--- config.mk ---
export PLATFORM = sky130hd
export DESIGN_NAME = byte_serializer_flat
export DESIGN_NICKNAME = d
export VERILOG_FILES = /design/src/rtl/byte_serializer_if.sv /design/src/rtl/byte_serializer.sv /design/src/flat_wrapper.sv
export SDC_FILE = /design/constraint.sdc
export NUM_CORES = 1
export LEC_CHECK = 0
export ABC_AREA = 0
export ABC_CLOCK_PERIOD_IN_PS = 4050
export BUFFER_PORTS_ARGS = -buffer_cell sky130_fd_sc_hd__buf_2
export CORE_ASPECT_RATIO = 0.5
export CORE_MARGIN = 4
export CORE_UTILIZATION = 30
export CTS_CLUSTER_DIAMETER = 150
export DETAILED_ROUTE_END_ITERATION = 10
export PLACE_DENSITY_LB_ADDON = 0.2
export SLEW_MARGIN = 20
export SYNTH_ARGS = -nofsm -noshare
export SYNTH_HDL_FRONTEND = slang
export SYNTH_SLANG_ARGS = --single-unit
--- constraint.sdc ---
create_clock -name clk -period 4.05 [get_ports clk]
set_clock_uncertainty 0.1 [all_clocks]
set_input_delay 0.81 -clock clk [delete_from_list [all_inputs] [get_ports clk]]
set_output_delay 0.81 -clock clk [all_outputs]
set_load 0.005 [all_outputs]
--- src/rtl/byte_serializer_if.sv ---
// Upstream byte handshake: producer offers data/valid, serializer answers with ready.
interface byte_serializer_if;
  logic [7:0] data;
  logic       valid;
  logic       ready;

  modport master (
    output data,
    output valid,
    input  ready
  );

  modport slave (
    input  data,
    input  valid,
    output ready
  );
endinterface

--- src/rtl/byte_serializer.sv ---
// Byte-to-serial framer: start bit, 8 data bits, optional even parity, stop bit.
// Every line bit is held CLKS_PER_BIT cycles; all outputs come straight from flops.
module byte_serializer #(
  parameter int unsigned CLKS_PER_BIT = 4,
  parameter int unsigned PARITY_EN    = 1,
  parameter int unsigned MSB_FIRST    = 1
) (
  input  logic               clk,
  input  logic               rst,
  byte_serializer_if.slave   up,
  output logic               sout,
  output logic               busy,
  output logic               done
);

  localparam int unsigned CNT_W  = 8;
  localparam int unsigned BIT_W  = 3;
  localparam logic [CNT_W-1:0] RELOAD = CNT_W'(CLKS_PER_BIT - 1);

  typedef enum logic [2:0] {
    IDLE   = 3'd0,
    START  = 3'd1,
    DATA   = 3'd2,
    PARITY = 3'd3,
    STOP   = 3'd4
  } state_t;

  state_t           state;
  logic [CNT_W-1:0] cnt;
  logic [BIT_W-1:0] bit_cnt;
  logic [7:0]       shreg;
  logic             par;

  logic             next_bit_c;
  logic [7:0]       shifted_c;
  logic             bit_end_c;

  // Next data bit to put on the line and the register after it leaves
  always_comb begin
    next_bit_c = shreg[0];
    shifted_c  = {1'b0, shreg[7:1]};
    if (MSB_FIRST != 0) begin
      next_bit_c = shreg[7];
      shifted_c  = {shreg[6:0], 1'b0};
    end
    bit_end_c = (cnt == '0);
  end

  // Framing FSM with registered line and status outputs
  always_ff @(posedge clk) begin
    if (rst) begin
      state    <= IDLE;
      sout     <= 1'b1;
      up.ready <= 1'b1;
      busy     <= 1'b0;
      done     <= 1'b0;
      cnt      <= '0;
      bit_cnt  <= '0;
      shreg    <= '0;
      par      <= 1'b0;
    end else begin
      done <= 1'b0;
      case (state)
        IDLE: begin
          sout <= 1'b1;
          if (up.valid && up.ready) begin
            shreg    <= up.data;
            par      <= ^up.data;
            state    <= START;
            sout     <= 1'b0;
            up.ready <= 1'b0;
            busy     <= 1'b1;
            cnt      <= RELOAD;
            bit_cnt  <= '0;
          end
        end

        START: begin
          if (bit_end_c) begin
            state <= DATA;
            sout  <= next_bit_c;
            shreg <= shifted_c;
            cnt   <= RELOAD;
          end else begin
            cnt <= cnt - CNT_W'(1);
          end
        end

        DATA: begin
          if (bit_end_c) begin
            cnt <= RELOAD;
            if (bit_cnt == BIT_W'(7)) begin
              if (PARITY_EN != 0) begin
                state <= PARITY;
                sout  <= par;
              end else begin
                state <= STOP;
                sout  <= 1'b1;
              end
            end else begin
              bit_cnt <= bit_cnt + BIT_W'(1);
              sout    <= next_bit_c;
              shreg   <= shifted_c;
            end
          end else begin
            cnt <= cnt - CNT_W'(1);
          end
        end

        PARITY: begin
          if (bit_end_c) begin
            state <= STOP;
            sout  <= 1'b1;
            cnt   <= RELOAD;
          end else begin
            cnt <= cnt - CNT_W'(1);
          end
        end

        STOP: begin
          if (bit_end_c) begin
            state    <= IDLE;
            sout     <= 1'b1;
            up.ready <= 1'b1;
            busy     <= 1'b0;
            done     <= 1'b1;
            cnt      <= '0;
          end else begin
            cnt <= cnt - CNT_W'(1);
          end
        end

        default: begin
          state    <= IDLE;
          sout     <= 1'b1;
          up.ready <= 1'b1;
          busy     <= 1'b0;
          cnt      <= '0;
        end
      endcase
    end
  end

endmodule

--- src/flat_wrapper.sv ---
// flat-port wrapper written by rule: the top's interface ports become plain ports
module byte_serializer_flat 
#(
  parameter int unsigned CLKS_PER_BIT = 4,
  parameter int unsigned PARITY_EN    = 1,
  parameter int unsigned MSB_FIRST    = 1
)
  (clk, rst, sout, busy, done, up_data, up_valid, up_ready);
  byte_serializer_if up_i ();
  input  logic clk;
  input  logic rst;
  output logic sout;
  output logic busy;
  output logic done;
  input wire logic [$bits(up_i.data)-1:0] up_data;
  input wire logic [$bits(up_i.valid)-1:0] up_valid;
  output wire logic [$bits(up_i.ready)-1:0] up_ready;
  assign up_i.data = up_data;
  assign up_i.valid = up_valid;
  assign up_ready = up_i.ready;
  byte_serializer #(.CLKS_PER_BIT(CLKS_PER_BIT), .PARITY_EN(PARITY_EN), .MSB_FIRST(MSB_FIRST)) u_core (.clk(clk), .rst(rst), .up(up_i), .sout(sout), .busy(busy), .done(done));
endmodule
==> key figures <==
Run status
  – Run status: finished, final reports clean

Clocking
  – CTS Sinks: 27
  – Clock Latency Late Sink: 0.27 ns
  – CTS Root Cell: clkbuf_8
  – PostCTS Resize Cnt: 0
  – CTS clk-pin slew, worst paths: 0.09 ns
  – Num CTS Buffers: 3
  – H-tree depth: 1
  – Hold_buf cts: 0
  – Total setup buffers inserted after CTS: 0
  – Max clock buf depth: 2
  – TritonCTS clock tree: yes

Cells and area
  – Antenna Cells: 0
  – Area occupied by multi-input gates: 935 um2
  – Most common cell after layout, fill and taps aside: dfxtp_1
  – Fin nets: 207
  – Commonest cells after routing, fill and taps aside: 27 x dfxtp_1, 21 x nor2_1, 15 x o21ai_0
  – Fill cells: 534
  – Sequential cell area: 541 um2
  – Final core area utilization: 0.347
  – Syn-to-layout area delta: 11.4%
  – Layout cells sized above 1: 0.162

Global routing
  – Pin count of the biggest net entering global routing: 26
  – Vias in the first global route: 1257
  – Grt ovf: 0
  – Total global-route track usage: 0.116
  – Antenna violations before repair: 0
  – Global-route wire length before repair: 5.93 mm

Placed design
  – RePlAce Congestion: 0.744
  – Buffers on Ports: 14
  – Post-DP HPWL: 2.45 mm

Power
  – Clock power share: 0.100
  – Switching share of power: 0.469
  – Sequential Power Share: 0.300
  – Leak: 0.611 nW
  – Worst VDD drop: 0.255 mV
  – Final total power: 1.52 mW
  – PwrDens: 883 mW/mm2
  – Power Internal: 0.807 mW
  – Sw Pwr: 0.712 mW
  – Logic gate share of total power: 0.600

Floorplan
  – Io pins: 15
  – Initial Util: 0.311
  – Standard-cell row count: 18
  – Vert. Die Dim: 58.7 um
  – Die W: 109 um
  – Core Region: 0.00495 mm2
  – Die ar.: 0.00642 mm2

Detailed routing
  – Antenna-violating nets left: 0
  – DRC viols: 0
  – Iter 0 DRT Violations: 67
  – Routed via count: 1300
  – Mean number of vias per cell: 4.98
  – Drt first pass iters: 4
  – Final wirelength: 3.41 mm
  – Drt wl/cell: 13.1 um

Logic synthesis
  – Synth warn: 0
  – Post-synthesis net count: 196
  – Synth Flop Type: dfxtp_1
  – Library cells used by synthesis: 42
  – Post-synth ARST share: 0
  – Synth Cell Area: 0.00154 mm2
  – Synth top area share: 0.350
  – Post-synth EDFFs: 0
  – Seq/Total Area, Yosys: 0.350
  – Post-synthesis area per instance: 8.52 um2
  – Flops & latches, synth: 27
  – Mapped Cells: 181
  – Largest area contributor in the netlist: dfxtp_1
  – Top cells by area, synth: dfxtp_1 35%, xnor2_1 7.4%, a221oi_2 6.8%

Setup path
  – CP Launch Type: flip-flop
  – CP arrival: 2.41 ns
  – Critical path type: flip-flop to flip-flop
  – CP max stage delay: 0.81 ns
  – Crit path cell chain: nor2_1, o21ai_0, or3_1, a31oi_1
  – Critical-path maximum fanout: 15
  – CP Capture Type: flip-flop
  – Crit path max-delay cell type: nor2_1
  – Critical path required time: 4.15 ns

Timing
  – Pins Over Slew Limit: 0
  – Hold slack: 0.363 ns
  – Crit share post-route: 0.571
  – Fin Setup TNS: 0 ns
  – Rel. slew slack: 0.352
  – Hold Fails Final Rpt: 0
  – RSZ-0062 raised after global routing: no
  – Fmax: 432 MHz
  – Final Critical Period: 2.31 ns
  – Final setup viols: 0
  – Least-Margin Pin Slew: 0.969 ns

Min path
  – Min-Delay Path Class: flip-flop to flip-flop

Job
  – Max-Cap Viols: 0
## power groups by stage
stage | clock network (mW) | registers [mW] | logic [mW]
global route | 0.171 | 0.472 | 1.03
floorplan | 0 | 0.418 | 0.761
CTS | 0.161 | 0.452 | 0.918
detailed placement | 0 | 0.457 | 0.913
finish | 0.152 | 0.455 | 0.912
global placement | 0 | 0.457 | 0.903
## state kept, by name, indices dropped and copies added, names as in the netlist
signal           flops
u_core.bit_cnt       3
u_core.busy          1
u_core.cnt           8
u_core.done          1
u_core.par           1
u_core.shreg         8
u_core.sout          1
u_core.state         3
u_core.up.ready      1
## area by class of cell
type,count,area share
tap,70,0.0509
multi-input combinational,135,0.544
sequential,27,0.314
inverter,11,0.0240
clock buffer,4,0.0262
timing repair buffer,14,0.0408
## per-stage QoR
stage,cell area [um2],worst slack [ns],instances
2_1_floorplan,1540,1.85,181
3_3_place_gp,1670,1.48,257
3_5_place_dp,1670,1.44,257
4_1_cts,1710,1.71,261
5_1_grt,1720,1.55,261
6_report,1720,1.74,261
## metal layers
| layer | vias up | wire length (um) | track usage | share of wire |
|---|---|---|---|---|
| met1 | 607 | 1770 | 0.159 | 0.52 |
| li1 | 673 | - | - | - |
| met5 | - | 0 | 0 | 0 |
| met2 | 18 | 1510 | 0.188 | 0.44 |
| met3 | 2 | 108 | 0.0296 | 0.032 |
| met4 | 0 | 26 | 0.0213 | 0.0076 |
## kinds of logic after synthesis
logic type | Yosys count | synth area share
compound gates | 58 | 0.293
simple gates | 57 | 0.184
flops | 27 | 0.350
buf+inv | 19 | 0.0470
xor+xnor | 14 | 0.0795
fa+ha+maj | 4 | 0.0324
mux | 2 | 0.0138
## final timing paths
path,from,end,slack [ns],cells past startpoint
worst max register to register,u_core.state[0],u_core.cnt[1],1.74,4
worst max-delay path,u_core.state[0],u_core.cnt[1],1.74,4
worst min register to register,u_core.shreg[5],u_core.shreg[5],0.36,2
worst min-delay path,u_core.shreg[5],u_core.shreg[5],0.36,2
## cells in the mapped netlist (all sizes together) (3+ instances only)
cell type	n
a31oi	3
xnor2	13
o21ai	15
o21a	8
nand2	5
dfxtp	27
nor3	7
nor4	3
nor2	21
ha	4
a21oi	9
a221oi	7
clkbuf	4
buf	4
inv	11
nor3b	3
nand3	6
## critical path: cells and delay by family (launching register included)
family	cells	cell delay, ns
flops	1	0.47
compound gates	2	0.48
simple gates	2	1.20
No activity file was read; power rests on OpenSTA's default activity.
